[src/rtl/logic_acc_unit_pkg.sv]
// Shared definitions for logic_acc_unit: gate op codes, FSM state encoding and fold classes.
package logic_acc_unit_pkg;

  localparam logic [2:0] OP_AND  = 3'b000;
  localparam logic [2:0] OP_OR   = 3'b001;
  localparam logic [2:0] OP_XOR  = 3'b010;
  localparam logic [2:0] OP_NAND = 3'b011;
  localparam logic [2:0] OP_NOR  = 3'b100;
  localparam logic [2:0] OP_XNOR = 3'b101;
  localparam logic [2:0] OP_NOTA = 3'b110;
  localparam logic [2:0] OP_BUFA = 3'b111;

  typedef enum logic [1:0] {
    ST_IDLE = 2'd0,
    ST_ACC  = 2'd1,
    ST_DONE = 2'd2
  } state_t;

  typedef enum logic [1:0] {
    FOLD_AND  = 2'd0,
    FOLD_OR   = 2'd1,
    FOLD_XOR  = 2'd2,
    FOLD_LAST = 2'd3
  } fold_t;

  // Inverted gates fold with the same operator as their plain counterpart.
  function automatic fold_t fold_kind(input logic [2:0] op);
    case (op)
      OP_AND, OP_NAND: fold_kind = FOLD_AND;
      OP_OR,  OP_NOR:  fold_kind = FOLD_OR;
      OP_XOR, OP_XNOR: fold_kind = FOLD_XOR;
      default:         fold_kind = FOLD_LAST;
    endcase
  endfunction

endpackage

[src/rtl/logic_op_core.sv]
// Combinational WIDTH-bit gate: f = op(a, b). No state; usable standalone.
module logic_op_core
  import logic_acc_unit_pkg::*;
#(
  parameter int WIDTH = 8
) (
  input  logic [2:0]       op,
  input  logic [WIDTH-1:0] a,
  input  logic [WIDTH-1:0] b,
  output logic [WIDTH-1:0] f
);

  always_comb begin
    f = '0;
    case (op)
      OP_AND:  f = a & b;
      OP_OR:   f = a | b;
      OP_XOR:  f = a ^ b;
      OP_NAND: f = ~(a & b);
      OP_NOR:  f = ~(a | b);
      OP_XNOR: f = ~(a ^ b);
      OP_NOTA: f = ~a;
      OP_BUFA: f = a;
      default: f = '0;
    endcase
  end

endmodule

[src/rtl/logic_acc_unit.sv]
// Burst gate accumulator: applies a latched gate op per beat and folds the burst into one result.
// Optional o_parity output is enabled by defining LOGIC_ACC_PARITY_EN.
//
// Handshakes: a beat transfers on a rising edge where i_valid && o_ready; a result transfers on a
// rising edge where o_valid && i_ready. A valid side holds its payload stable until it transfers.
module logic_acc_unit
  import logic_acc_unit_pkg::*;
#(
  parameter int WIDTH = 8,
  parameter int CNT_W = 8
) (
  input  logic             clk,
  input  logic             rst_n,
  input  logic             i_valid,
  output logic             o_ready,
  input  logic [WIDTH-1:0] i_a,
  input  logic [WIDTH-1:0] i_b,
  input  logic [2:0]       i_op,
  input  logic             i_last,
  output logic             o_valid,
  input  logic             i_ready,
  output logic [WIDTH-1:0] o_y,
  output logic [CNT_W-1:0] o_beats
`ifdef LOGIC_ACC_PARITY_EN
  ,
  output logic             o_parity
`endif
);

  state_t           state_q, state_d;
  logic [2:0]       op_q, op_d, op_sel;
  logic [WIDTH-1:0] acc_q, acc_d, f;
  logic [CNT_W-1:0] beats_q, beats_d;
  logic             accept;

  assign o_ready = rst_n && (state_q != ST_DONE);
  assign accept  = i_valid && o_ready;
  // The first beat uses the live op; later beats use the op latched at burst start.
  assign op_sel  = (state_q == ST_IDLE) ? i_op : op_q;

  logic_op_core #(.WIDTH(WIDTH)) u_core (
    .op (op_sel),
    .a  (i_a),
    .b  (i_b),
    .f  (f)
  );

  function automatic logic [WIDTH-1:0] fold(input logic [2:0] op,
                                            input logic [WIDTH-1:0] acc,
                                            input logic [WIDTH-1:0] val);
    case (fold_kind(op))
      FOLD_AND: fold = acc & val;
      FOLD_OR:  fold = acc | val;
      FOLD_XOR: fold = acc ^ val;
      default:  fold = val;
    endcase
  endfunction

  always_comb begin
    state_d = state_q;
    op_d    = op_q;
    acc_d   = acc_q;
    beats_d = beats_q;
    case (state_q)
      ST_IDLE: begin
        if (accept) begin
          op_d    = i_op;
          acc_d   = f;
          beats_d = CNT_W'(1);
          state_d = i_last ? ST_DONE : ST_ACC;
        end
      end
      ST_ACC: begin
        if (accept) begin
          acc_d = fold(op_q, acc_q, f);
          if (beats_q != '1) beats_d = beats_q + CNT_W'(1);
          state_d = i_last ? ST_DONE : ST_ACC;
        end
      end
      ST_DONE: begin
        if (i_ready) state_d = ST_IDLE;
      end
      default: state_d = ST_IDLE;
    endcase
  end

  always_ff @(posedge clk) begin
    if (!rst_n) begin
      state_q <= ST_IDLE;
      op_q    <= OP_AND;
      acc_q   <= '0;
      beats_q <= '0;
    end else begin
      state_q <= state_d;
      op_q    <= op_d;
      acc_q   <= acc_d;
      beats_q <= beats_d;
    end
  end

  assign o_valid = (state_q == ST_DONE);
  assign o_y     = acc_q;
  assign o_beats = beats_q;

`ifdef LOGIC_ACC_PARITY_EN
  logic parity_q;

  always_ff @(posedge clk) begin
    if (!rst_n) parity_q <= 1'b0;
    else        parity_q <= ^acc_d;
  end

  assign o_parity = parity_q;
`endif

endmodule

[config.mk]
export PLATFORM = sky130hd
export DESIGN_NAME = logic_acc_unit
export DESIGN_NICKNAME = d
export VERILOG_FILES = /design/src/rtl/logic_acc_unit_pkg.sv /design/src/rtl/logic_op_core.sv /design/src/rtl/logic_acc_unit.sv
export SDC_FILE = /design/constraint.sdc
export NUM_CORES = 1
export LEC_CHECK = 0
export BUFFER_PORTS_ARGS = -buffer_cell sky130_fd_sc_hd__buf_2
export CAP_MARGIN = 30
export CORE_MARGIN = 5
export CORE_UTILIZATION = 35
export CTS_CLUSTER_DIAMETER = 30
export DETAILED_ROUTE_END_ITERATION = 10
export GPL_ROUTABILITY_DRIVEN = 0
export GPL_TIMING_DRIVEN = 0
export PLACE_DENSITY = 0.62
export SYNTH_ARGS = -nofsm -noshare
export SYNTH_HDL_FRONTEND = slang
export SYNTH_SLANG_ARGS = --single-unit
export TNS_END_PERCENT = 30
[constraint.sdc]
create_clock -name clk -period 5.8 [get_ports clk]
set_input_delay 0.58 -clock clk [delete_from_list [all_inputs] [get_ports clk]]
set_output_delay 0.58 -clock clk [all_outputs]
set_load 0.05 [all_outputs]
* Word level (Yosys, flattened, before mapping) *
Index checks and enable logic that the tools add are counted.

operators by class
  reduce and logical (&&, ||, !) cells = 15
  add/subtract/negate cells = 1
  multiplexer cells = 17
  equal/unequal tests = 23
  bitwise operators = 10

operators with widths
  kind                                                                      count
  8-bit one-hot mux with 8 select lines                                     1
  8-bit two-way mux                                                         5
  8-bit NOT                                                                 4
  8-bit one-hot mux with 2 select lines                                     2
  8-bit one-hot mux with 3 select lines                                     1
  3-bit equality test (second input constant)                               6
  8-bit AND                                                                 2
  8-bit OR                                                                  2
  8-bit bitwise XOR                                                         2
  3-bit by 2-bit equality test with 1-bit output (second input constant)    4
  2-bit two-way mux                                                         5
  8-bit by 1-bit adder with 8-bit output (second input constant)            1
  2-bit inequality test (second input constant)                             4
  8-bit inequality test (second input constant)                             1
  2-bit OR reduction                                                        4
  3-bit by 1-bit equality test with 1-bit output (second input constant)    2
  3-bit zero test                                                           2
  2-bit one-hot mux with 3 select lines                                     1
  2-bit by 1-bit equality test with 1-bit output (second input constant)    2
  2-bit equality test (second input constant)                               2
  2-bit zero test                                                           2
  2-bit by 1-bit inequality test with 1-bit output (second input constant)  2
  2-bit one-hot mux with 2 select lines                                     1
  2-bit AND reduction                                                       2
  5 further kinds                                                           6

word-level totals
  logic and storage cells = 70
  bits in registers = 21
  output and inout bits = 18
  bits of input ports = 24

* Longest topological paths before layout *
Gate-level depths: netlist of the first run.

  depth in word-level cells = 9
  depth in mapped cells = 16
  depth with buffers taken out = 14

* Modules after synthesis *
From an unflattened synthesis of the first run, not the netlist that was laid out.

second synthesis, totals
  cell total of the unflattened synthesis = 309
  area, all modules = 2577.5 um^2

modules (own cells, without submodules)
  module          cells each  seq. area each (um^2)  instances  area an instance (um^2)
  logic_acc_unit  207         420.4                  1          1727.9
  logic_op_core   102         0.0                    1          849.6

* Worst setup path before layout of the first run *
No wires, ideal clock.

  path kind = input-to-reg
  start = input i_op[1]
  end = register acc_q[6] (netlist: o_y[6])
  setup slack = 2.803 ns
  arrival time = 2.877 ns
  data required time = 5.680 ns
  stages = 15
  setup time = 0.120 ns
  path buffers = 2
  cells stage by stage = buf_2 > or3b_1 > buf_2 > a21oi_1 > o22ai_1 > a221o_1 > or2_1 > o21ai_1 > ha_1 > nand2_1 > o21ai_0 > a22oi_1 > o211ai_1 > o211ai_1 > o21ai_1

on the way
  word-level cells in the longest chain between the ends = 7
  elaborated cells between the ends (all ways) = 17

ends and longest elaborated chain
  what                                               line                  source
  start: declaration                                 logic_acc_unit.sv:18  input logic [2:0] i_op,
  3-bit two-way mux *                                logic_acc_unit.sv:39  assign op_sel = (state_q == ST_IDLE) ? i_op : op_q;
  3-bit equality test, or another cell as far along  logic_op_core.sv:15   case (op)
  8-bit one-hot mux with 8 select lines *            logic_op_core.sv:15
  8-bit bitwise XOR, or another cell as far along    logic_acc_unit.sv:54  FOLD_XOR: fold = acc ^ val;
  8-bit one-hot mux with 3 select lines              logic_acc_unit.sv:51  case (fold_kind(op))
  8-bit two-way mux                                  logic_acc_unit.sv:74  if (accept) begin
  8-bit one-hot mux with 2 select lines *            logic_acc_unit.sv:64  case (state_q)
  end signal: assignment                             logic_acc_unit.sv:91  acc_q <= '0;
  end signal: assignment                             logic_acc_unit.sv:96  acc_q <= acc_d;
  end: declaration                                   logic_acc_unit.sv:32  logic [WIDTH-1:0] acc_q, acc_d, f;

Every way passes the cells marked *; elsewhere a longest branch is shown, timed or not. The select of a mux whose other input is x is not followed.
A chain may end at the register's enable or synchronous reset.

* Final worst setup path of the first run *
  start = register state_q[0]
  end = register acc_q[7] (netlist: o_y[7])

on the way
  word-level cells in the longest chain between the ends = 8
  elaborated cells between the ends (all ways) = 26

ends and longest elaborated chain
  what                                               line                                        source
  start: declaration                                 logic_acc_unit.sv:30                        state_t state_q, state_d;
  start signal: assignment                           logic_acc_unit.sv:94                        state_q <= state_d;
  2-bit zero test                                    logic_acc_unit.sv:39, logic_acc_unit.sv:64
  3-bit two-way mux                                  logic_acc_unit.sv:39
  3-bit equality test, or another cell as far along  logic_op_core.sv:15
  8-bit one-hot mux with 8 select lines              logic_op_core.sv:15
  8-bit bitwise XOR, or another cell as far along    logic_acc_unit.sv:54
  8-bit one-hot mux with 3 select lines              logic_acc_unit.sv:51
  8-bit two-way mux                                  logic_acc_unit.sv:74
  8-bit one-hot mux with 2 select lines              logic_acc_unit.sv:64

Several ways; a longest one is shown, not always the timed one. The select of a mux whose other input is x is not followed.

==> results of run 1 <==
==> registers in the layout, summed over array words and instances, names as in the netlist <==
name / count
o_y: 8
op_q: 3
state_q: 2
o_beats: 8
==> power by group through the flow <==
stage | Clock [mW] | Combinational [mW] | Sequential [mW]
2_1_floorplan | 0 | 0.202 | 0.192
3_3_place_gp | 0 | 0.293 | 0.167
3_5_place_dp | 0 | 0.301 | 0.167
4_1_cts | 0.109 | 0.302 | 0.164
5_1_grt | 0.112 | 0.336 | 0.165
6_report | 0.107 | 0.305 | 0.164
==> kinds of logic after synthesis <==
group / after synthesis / share of synthesized area [%]
and+or+nand+nor: 120 / 22.9
AOI/OAI and AO/OA: 118 / 31.5
adders and majority gates: 33 / 15.5
xor gates and xnor gates: 4 / 1.32
muxes: 11 / 4.28
buffers and inverters: 53 / 8.57
DFF: 21 / 15.8
==> worst min-delay path by stage <==
stage | start | end | depth (start not counted)
global placement | o_y[4] | o_y[4] | 2
finish | o_y[4] | o_y[4] | 2
CTS | o_y[5] | o_y[5] | 2
floorplan | o_y[0] | o_y[0] | 2
detailed placement | o_y[5] | o_y[5] | 2
global route | i_last | state_q[0] | 2
==> per-layer routing <==
| metal | vias to the layer above | wire [um] | GRT usage (%) |
|---|---|---|---|
| li1 | 1420 | - | - |
| met1 | 1340 | 3530 | 20.1 |
| met2 | 69 | 3600 | 26.7 |
| met3 | 10 | 271 | 1.22 |
| met4 | 0 | 114 | 4.32 |
| met5 | - | 0 | 0 |
==> through the flow <==
| step | area, sq um | total power, mW | util [%] | cells |
|---|---|---|---|---|
| after floorplan | 2660 | 0.394 | - | 360 |
| after global routing | 3030 | 0.612 | 41.3 | 503 |
| after detailed placement | 2980 | 0.468 | 40.7 | 499 |
| final | 3030 | 0.576 | 41.3 | 503 |
| after global placement | 2980 | 0.460 | 40.7 | 499 |
| after CTS | 3030 | 0.575 | 41.3 | 503 |
==> critical path: stages (launching register included) <==
cell and delay (ps):
dfxtp_1 340, buf_6 140, clkbuf_1 360, nor4_1 130, a21oi_1 460, nand2b_1 280, clkbuf_1 370, o21ai_0 150
ha_1 310, nand2_1 70, o21ai_0 100, a22oi_1 190, o211ai_1 130, o211ai_1 120, o21ai_1 80
==> Yosys cell counts (4+ instances only) <==
library cell / count / share of area [%]
o21a_1: 7 / 2.0
nand2_1: 26 / 3.7
a211oi_1: 9 / 2.5
a22oi_1: 7 / 2.0
a21oi_1: 20 / 3.8
o31ai_1: 4 / 1.1
o21ai_0: 13 / 2.4
clkbuf_1: 10 / 1.4
ha_1: 33 / 16
xor2_1: 4 / 1.3
nor2_1: 35 / 4.9
or3_1: 4 / 0.94
o211ai_1: 11 / 3.1
a31oi_1: 4 / 0.94
a221o_1: 4 / 1.5
o21ai_1: 8 / 1.5
a221oi_1: 5 / 1.6
or2_1: 6 / 1.4
dfxtp_1: 21 / 16
nor2b_1: 4 / 0.94
o22ai_1: 9 / 2.1
nor3_1: 7 / 1.3
nand4_1: 5 / 1.2
mux2i_1: 8 / 3.0
nand3_1: 9 / 1.7
buf_2: 8 / 1.5
inv_1: 31 / 4.4
==> cell type report <==
class | count | share of cell area, %
Buffer | 21 | 3.55
Clock buffer | 3 | 1.36
Clock inverter | 1 | 0.248
Inverter | 32 | 3.96
Multi-Input combinational cell | 286 | 66.3
Sequential cell | 21 | 13.9
Tap cell | 99 | 4.09
Timing Repair Buffer | 40 | 6.61
==> impl_metrics.env, run 1 <==
export IMPL_status="completed"
export IMPL_htreeDepth=1
export IMPL_r2r_worst_path_cells=14
export IMPL_fillers=783
export IMPL_grt_pass1_vias=2635
export IMPL_critPathRequiredTime_ps=5970
export IMPL_cts_buffers=3
export IMPL_yosys_warnings=0
export IMPL_slew_viol_final=0
export IMPL_r2r_start="state_q[0]"
export IMPL_rsz0062_at_grt="no"
export IMPL_final_cell_mix="48 x buf_2, 35 x nor2_1, 33 x ha_1"
export IMPL_p_leak_nw=1.29
export IMPL_synthArstFlopShare_pct=0
export IMPL_worst_pin_slew_ps=854
export IMPL_clock_power_share_pct=18.6
export IMPL_dr_pass1_iters=4
export IMPL_p_sw_share_pct=44.5
export IMPL_cts_root_buf="clkbuf_8"
export IMPL_fmax_mhz=298
export IMPL_critPathLaunchType="flip-flop"
export IMPL_cp_end_kind="flip-flop"
export IMPL_clkTransAtPathRegs_ps=90
export IMPL_die_y_um=97.1
export IMPL_whs_ps=494
export IMPL_p_sw_mw=0.256
export IMPL_syn_cell_area_sq_um=2660
export IMPL_area_growth_pct=14.0
export IMPL_pwr_density_cell_nw_per_um2=190
export IMPL_placementRows=31
export IMPL_via_per_inst=5.64
export IMPL_p_int_mw=0.320
export IMPL_critPathArrivalTime_ps=3520
export IMPL_ctsLongestPathBuffers=2
export IMPL_cts_tree="done"
export IMPL_peakVddDrop_mv=0.0727
export IMPL_pwr_share_comb_pct=53.0
export IMPL_final_nets=462
export IMPL_clock_sinks=21
export IMPL_io_pins=42
export IMPL_synth_seq_cells=21
export IMPL_hold_class="reg2reg"
export IMPL_hold_viol_final=0
export IMPL_layout_cells_most_common="buf_2"
export IMPL_core_sq_um=7330
export IMPL_yosysUniqueCellTypes=54
export IMPL_via_count=2839
export IMPL_hold_buffers=0
export IMPL_io_buffers=40
export IMPL_synth_edff_count=0
export IMPL_setup_ws_ps=2450
export IMPL_fin_crit_sh_pct=57.8
export IMPL_fin_skew_ps=3.31
export IMPL_max_cap_viol_count=0
export IMPL_crit_start="state_q[0]"
export IMPL_worst_r2r_endpoint="o_y[7]"
export IMPL_die_area_sq_um=9440
export IMPL_wire_per_inst_um=14.9
export IMPL_final_setup_tns_ps=0
export IMPL_crit_type="reg2reg"
export IMPL_drive_above_1_share_pct=17.6
export IMPL_fp_dieW_um=97.1
export IMPL_track_usage_pct=15.3
export IMPL_finalWirelength_um=7510
export IMPL_start_util_pct=36.3
export IMPL_min_period_ps=3350
export IMPL_seqPwrFrac_pct=28.4
export IMPL_grt_pass1_wl_um=12500
export IMPL_r2r_slack_ps=2450
export IMPL_synth_fp_nets=417
export IMPL_slew_headroom_pct=42.8
export IMPL_cts_resized_gates=0
export IMPL_dpl_hpwl_um=5900
export IMPL_synthFlopType="dfxtp_1"
export IMPL_clock_latency_ps=270
export IMPL_crit_end="o_y[7]"
export IMPL_drtIter0Drc=205
export IMPL_ff_latch_area_sq_um=420
export IMPL_yosysSeqAreaShare_pct=15.8
export IMPL_grt_overflow=0
export IMPL_grt_start_max_net_pins=14
export IMPL_drc=0
export IMPL_post_cts_buffers=0
export IMPL_n_antenna_cell=0
export IMPL_syn_inst=360
export IMPL_finalSetupViolCount=0
export IMPL_antenna_found_initial=0
export IMPL_worstPathMaxFanout=10
export IMPL_drtAntennaViolNets=0
export IMPL_multiInputGateArea_sq_um=2010
export IMPL_synth_avg_cell_area_sq_um=7.38
export IMPL_place_ws_ps=2360
No activity file was read; power rests on OpenSTA's default activity.
==> run 2: changes to the inputs <==
--- a/config.mk
+++ b/config.mk
@@ -5,6 +5,7 @@
 export SDC_FILE = /design/constraint.sdc
 export NUM_CORES = 1
 export LEC_CHECK = 0
+export ABC_AREA = 1
 export BUFFER_PORTS_ARGS = -buffer_cell sky130_fd_sc_hd__buf_2
 export CAP_MARGIN = 30
 export CORE_MARGIN = 5
==> constraint.sdc (replaced) <==
create_clock -name clk -period 3.5 [get_ports clk]
set_input_delay 0.35 -clock clk [delete_from_list [all_inputs] [get_ports clk]]
set_output_delay 0.35 -clock clk [all_outputs]
set_load 0.05 [all_outputs]
==> run 2 against run 1 <==
  * Global-route usage rose by 0.80 points
  * Sequential share of layout area is 0.36 points higher
  * Count of clock-buffer cells in the layout stayed put
  * Sequential cell count unchanged
  * Final cell count up 6.4%
  * Clock skew up 6.0 ps
  * Sequential power rose by 62%
  * Combinational power up 40%
  * Critical path type unchanged
  * Largest power group unchanged
==> impl_metrics.env, run 2 <==
export IMPL_status="completed"
export IMPL_fin_crit_sh_pct=67.6
export IMPL_synth_fp_nets=448
export IMPL_setup_ws_ps=1130
export IMPL_yosys_warnings=0
export IMPL_crit_start="state_q[0]"
export IMPL_yosysTopAreaCell="dfxtp_1"
export IMPL_r2r_worst_path_cells=16
export IMPL_r2r_start="state_q[0]"
export IMPL_placed_area_sq_um=2910
export IMPL_dr_pass1_iters=4
export IMPL_clock_latency_ps=270
export IMPL_yosysSeqAreaShare_pct=16.3
export IMPL_n_antenna_cell=0
export IMPL_grt_pass1_vias=2593
export IMPL_p_sw_share_pct=45.4
export IMPL_grt_start_max_net_pins=14
export IMPL_die_y_um=95.8
export IMPL_path_cells="buf_6 > nor2_4 > nand2_1 > nand2_2 > buf_2 > nand4_1 > nand2_1 > nor2_1 > nand3_1 > inv_1 > ha_1 > nor3_1 > a21oi_1 > nand3_1 > nand2_1 > a21oi_2"
export IMPL_io_pins=42
export IMPL_r2r_slack_ps=1130
export IMPL_placementRows=31
export IMPL_wire_per_inst_um=13.1
export IMPL_htreeDepth=1
export IMPL_post_cts_buffers=0
export IMPL_seqPwrFrac_pct=30.8
export IMPL_cpMaxStageDelayCell="dfxtp_1"
export IMPL_finalSetupViolCount=0
export IMPL_synth_avg_cell_area_sq_um=6.59
export IMPL_antenna_found_initial=0
export IMPL_fmax_mhz=423
export IMPL_pwr_share_comb_pct=49.6
export IMPL_die_area_sq_um=9180
export IMPL_io_buffers=41
export IMPL_worst_pin_slew_ps=644
export IMPL_dp_cells=531
export IMPL_yosysUniqueCellTypes=32
export IMPL_critPathArrivalTime_ps=2570
export IMPL_syn_cell_area_sq_um=2580
export IMPL_crit_type="reg2reg"
export IMPL_worst_r2r_endpoint="o_y[4]"
export IMPL_hold_viol_final=0
export IMPL_whs_ps=322
export IMPL_critPathLaunchType="flip-flop"
export IMPL_synth_edff_count=0
export IMPL_hold_class="in2reg"
export IMPL_slew_viol_final=0
export IMPL_rsz0062_at_grt="no"
export IMPL_place_ws_ps=1180
export IMPL_peakVddDrop_mv=0.227
export IMPL_cts_root_buf="clkbuf_8"
export IMPL_ys_top_cells_by_count="69 x inv_1, 69 x nand2_1, 57 x nand4_1, 35 x nor2_1, 33 x ha_1"
export IMPL_crit_end="o_y[4]"
export IMPL_cp_depth=16
export IMPL_slew_headroom_pct=56.9
export IMPL_clock_power_share_pct=19.6
export IMPL_fillers=810
export IMPL_area_growth_pct=14.7
export IMPL_clkTransAtPathRegs_ps=90
export IMPL_synthFlopType="dfxtp_1"
export IMPL_ys_top_cells_by_area="dfxtp_1 16%, ha_1 16%, nand4_1 14%"
export IMPL_start_util_pct=35.7
export IMPL_dpl_hpwl_um=5450
export IMPL_grt_pass1_wl_um=12000
export IMPL_drtIter0Drc=202
export IMPL_cts_tree="done"
export IMPL_final_setup_tns_ps=0
export IMPL_drive_above_1_share_pct=20.6
export IMPL_power_mw=0.862
export IMPL_slowest_delay_ps=320
export IMPL_fp_dieW_um=95.8
export IMPL_critPathRequiredTime_ps=3700
export IMPL_final_core_util_pct=40.9
export IMPL_p_leak_nw=1.56
export IMPL_via_count=2779
export IMPL_core_sq_um=7210
export IMPL_crit_top_cell="nand2_1"
export IMPL_track_usage_pct=16.1
export IMPL_p_int_mw=0.470
export IMPL_critical_path_buf_inv_count=3
export IMPL_synth_seq_cells=21
export IMPL_final_cell_mix="69 x inv_1, 69 x nand2_1, 57 x nand4_1"
export IMPL_finalWirelength_um=6990
export IMPL_pwr_density_cell_nw_per_um2=292
export IMPL_syn_inst=391
export IMPL_netlist_area_leader_share_pct=16.3
export IMPL_clock_sinks=21
export IMPL_multiInputGateArea_sq_um=1780
export IMPL_cp_end_kind="flip-flop"
export IMPL_max_cap_viol_count=0
export IMPL_min_period_ps=2370
export IMPL_ctsLongestPathBuffers=2
export IMPL_synthArstFlopShare_pct=0
export IMPL_fin_cells=535
export IMPL_via_per_inst=5.19
export IMPL_ff_latch_area_sq_um=420
export IMPL_hold_buffers=0
export IMPL_drtAntennaViolNets=0
export IMPL_final_nets=494
export IMPL_fin_skew_ps=9.27
export IMPL_design_area_sq_um=2950
export IMPL_cts_buffers=3
export IMPL_p_sw_mw=0.391
export IMPL_worstPathMaxFanout=10
export IMPL_crit_family="simple AND/OR/NAND/NOR gates"
export IMPL_grt_overflow=0
export IMPL_cts_resized_gates=0
export IMPL_drc=0
[run 2: cell types whose count changed after synthesis, moves of 8 or more]
cell,change
nand4_1,+52
nand2_1,+43
inv_1,+38
a21oi_1,-12
nand3_1,+11
o211ai_1,-11
a211oi_1,-9
clkbuf_1,-9
a21oi_2,+8
mux2i_1,-8
o21ai_1,-8
[run 2: worst reg2reg max path: cells and delay by family, from the launching register on]
family          cells  cell delay (ps)
simple gates       10             1200
buf+inv             3              460
flops               1              320
fa+ha+maj           1              170
compound gates      2              160
[run 2: how the worst min path moves through the flow]
stage,start,endpoint,slack (ps),cells after the start
2_1_floorplan,i_last,state_q[1],490,2
3_3_place_gp,o_beats[1],o_beats[1],500,2
3_5_place_dp,o_beats[1],o_beats[1],500,2
4_1_cts,i_last,state_q[1],320,3
5_1_grt,i_last,state_q[1],330,3
6_report,i_last,state_q[1],320,3
[run 2: area by class of cell]
type,count,area share (%)
clock inverter,1,0.254
tap,99,4.19
multi-input combinational,284,60.1
timing repair buffer,41,6.95
sequential,21,14.2
buffer,15,3.81
clock buffer,3,1.40
inverter,71,9.02
[run 2: routing by layer]
metal	vias to the layer above	part of all wire (%)	track usage, %
met5	-	0	0
met1	1292	46	21.6
li1	1405	-	-
met4	0	1.0	2.37
met2	74	48	27.5
met3	8	5.1	2.74
[run 2: kinds of logic after synthesis]
| family | synth area share (%) |
|---|---|
| AOI/OAI and AO/OA | 11.4 |
| adders and majority gates | 16.0 |
| buffers and inverters | 14.7 |
| and+or+nand+nor | 41.2 |
| xor gates and xnor gates | 0.340 |
| DFF | 16.3 |
[run 2: power groups by stage]
stage	logic, mW	clock network [mW]	registers (mW)
CTS	0.429	0.175	0.266
detailed placement	0.427	0	0.271
global route	0.487	0.184	0.268
finish	0.428	0.169	0.265
floorplan	0.289	0	0.298
global placement	0.417	0	0.271
==> run 3: changes to the inputs <==
==> constraint.sdc (replaced) <==
create_clock -name clk -period 2.4 [get_ports clk]
set_input_delay 0.24 -clock clk [delete_from_list [all_inputs] [get_ports clk]]
set_output_delay 0.24 -clock clk [all_outputs]
set_load 0.05 [all_outputs]
==> run 3 against run 2 <==
  * Setup slack got worse by 980 ps
  * First-iteration DRC count shrank 2.0%
  * Register-to-register slack worse by 980 ps
  * Final cell count increased by 2.4%
  * Sequential power up 46%
  * Clock power grew 48%
  * Design area grew 7.0%
  * Sequential cell count did not move
  * Non-clock buffer count rose by 13
  * Clock skew rose by 2.0 ps
  * Fmax rose by 5.4%
  * Critical path type unchanged
  * Critical endpoint is now o_y[6]
  * Largest cell class unchanged
  * Largest power group unchanged
==> impl_metrics.env, run 3 (same netlist as run 2, synthesis figures left out) <==
export IMPL_cts_root_buf="clkbuf_8"
export IMPL_hold_buffers=0
export IMPL_wire_per_inst_um=13.5
export IMPL_critPathLaunchType="flip-flop"
export IMPL_grt_pass1_vias=2593
export IMPL_final_setup_tns_ps=0
export IMPL_antenna_found_initial=0
export IMPL_status="completed"
export IMPL_final_cell_mix="69 x inv_1, 66 x nand2_1, 57 x nand4_1"
export IMPL_worstPathMaxFanout=8
export IMPL_core_sq_um=7210
export IMPL_via_per_inst=5.23
export IMPL_cts_tree="done"
export IMPL_power_mw=1.33
export IMPL_grt_pass1_wl_um=12000
export IMPL_p_leak_nw=1.66
export IMPL_slew_viol_final=0
export IMPL_fillers=784
export IMPL_hold_path_end="state_q[1]"
export IMPL_slew_headroom_pct=56.8
export IMPL_ff_latch_area_sq_um=422
export IMPL_die_area_sq_um=9180
export IMPL_track_usage_pct=16.1
export IMPL_via_count=2867
export IMPL_worst_r2r_endpoint="o_y[6]"
export IMPL_critPathRequiredTime_ps=2550
export IMPL_n_antenna_cell=0
export IMPL_whs_ps=209
export IMPL_clock_sinks=21
export IMPL_finalSetupViolCount=0
export IMPL_r2r_start="state_q[1]"
export IMPL_placementRows=31
export IMPL_die_y_um=95.8
export IMPL_r2r_worst_path_cells=17
export IMPL_hold_viol_final=0
export IMPL_final_nets=507
export IMPL_r2r_slack_ps=160
export IMPL_fmax_mhz=446
export IMPL_design_area_sq_um=3160
export IMPL_hp_start="i_last"
export IMPL_placed_area_sq_um=2910
export IMPL_rsz0062_at_grt="yes"
export IMPL_critPathArrivalTime_ps=2390
export IMPL_max_cap_viol_count=0
export IMPL_area_growth_pct=22.7
export IMPL_start_util_pct=35.7
export IMPL_layout_cells_most_common="inv_1"
export IMPL_drtIter0Drc=198
export IMPL_crit_type="reg2reg"
export IMPL_min_period_ps=2240
export IMPL_setup_ws_ps=157
export IMPL_worst_pin_slew_ps=646
export IMPL_clock_latency_ps=270
export IMPL_multiInputGateArea_sq_um=1840
export IMPL_fin_skew_ps=11.2
export IMPL_grt_overflow=0
export IMPL_fp_dieW_um=95.8
export IMPL_fin_crit_sh_pct=93.5
export IMPL_drive_above_1_share_pct=26.7
export IMPL_pwr_density_cell_nw_per_um2=422
export IMPL_dpl_hpwl_um=5450
export IMPL_drtAntennaViolNets=0
export IMPL_cts_buffers=3
export IMPL_htreeDepth=1
export IMPL_grt_start_max_net_pins=14
export IMPL_ctsLongestPathBuffers=2
export IMPL_finalWirelength_um=7400
export IMPL_dr_pass1_iters=5
export IMPL_clkTransAtPathRegs_ps=90
export IMPL_place_ws_ps=75.2
export IMPL_hold_depth=3
export IMPL_cp_end_kind="flip-flop"
export IMPL_drc=0
export IMPL_hold_class="in2reg"
export IMPL_peakVddDrop_mv=0.336
export IMPL_io_buffers=41
export IMPL_io_pins=42
## run 3: changes by cell type in the layout (fill, tap and decap cells not counted), moves of 2 or more
cell	change
nor2_1	-9
nor2_2	+9
buf_4	+7
buf_6	+6
nand2_1	-3
nand3_1	-3
buf_2	-2
nand2_4	+2
nand3_2	+2
## run 3: critical path, cell delays in order, from the launching register on
cell and delay, ps:
dfxtp_2 440, nor2_4 70, buf_12 140, nand2_2 70, o21ai_4 80, buf_6 140, clkbuf_4 160, nand4_1 80
nand2_1 60, nor2_2 120, nand3_1 110, inv_1 70, ha_1 130, inv_1 30, a22oi_1 160, nand3_1 80
nand2_1 90, a21oi_2 50
## run 3: report_power, final
part	total [mW]	internal (mW)	switching, mW
combinational	0.696	0.246	0.450
clock	0.250	0.117	0.132
sequential	0.387	0.367	0.0208
## run 3: area by class of cell
class	instances	share of cell area, %
multi-input combinational	284	58.4
sequential	21	13.3
timing repair buffer	54	9.98
inverter	71	8.43
buffer	15	4.43
tap	99	3.92
clock buffer	3	1.31
clock inverter	1	0.238
## run 3: stage by stage
| stage | util [%] | instances |
|---|---|---|
| CTS | 40.9 | 535 |
| detailed placement | 40.3 | 531 |
| floorplan | - | 391 |
| global placement | 40.3 | 531 |
| global route | 43.8 | 548 |
| finish | 43.8 | 548 |
## run 3: routing by layer
metal  share of wire [%]  wire length, um  global-route usage, %  up-vias
met5                   0                0                      0        -
met4                 1.4              100                   2.37        0
met3                 6.9              510                   2.74       12
met2                  47             3490                   27.5       96
met1                  45             3290                   21.6     1324
li1                    -                -                      -     1435
## run 3: timing repair
| item | in CTS | in global routing |
|---|---|---|
| gates resized for setup | 0 | 32 |
| setup endpoints to repair | 0 | 8 |
| buffers inserted | 0 | 13 |
## run 3: worst max path at each step
stage	startpoint	end	slack, ps	cells past startpoint
finish	state_q[1]	o_y[6]	160	17
global route	state_q[0]	o_y[3]	-60	18
CTS	state_q[0]	o_y[4]	20	15
detailed placement	state_q[0]	o_y[4]	80	15
global placement	state_q[0]	o_y[4]	110	15
floorplan	state_q[0]	o_y[7]	370	16
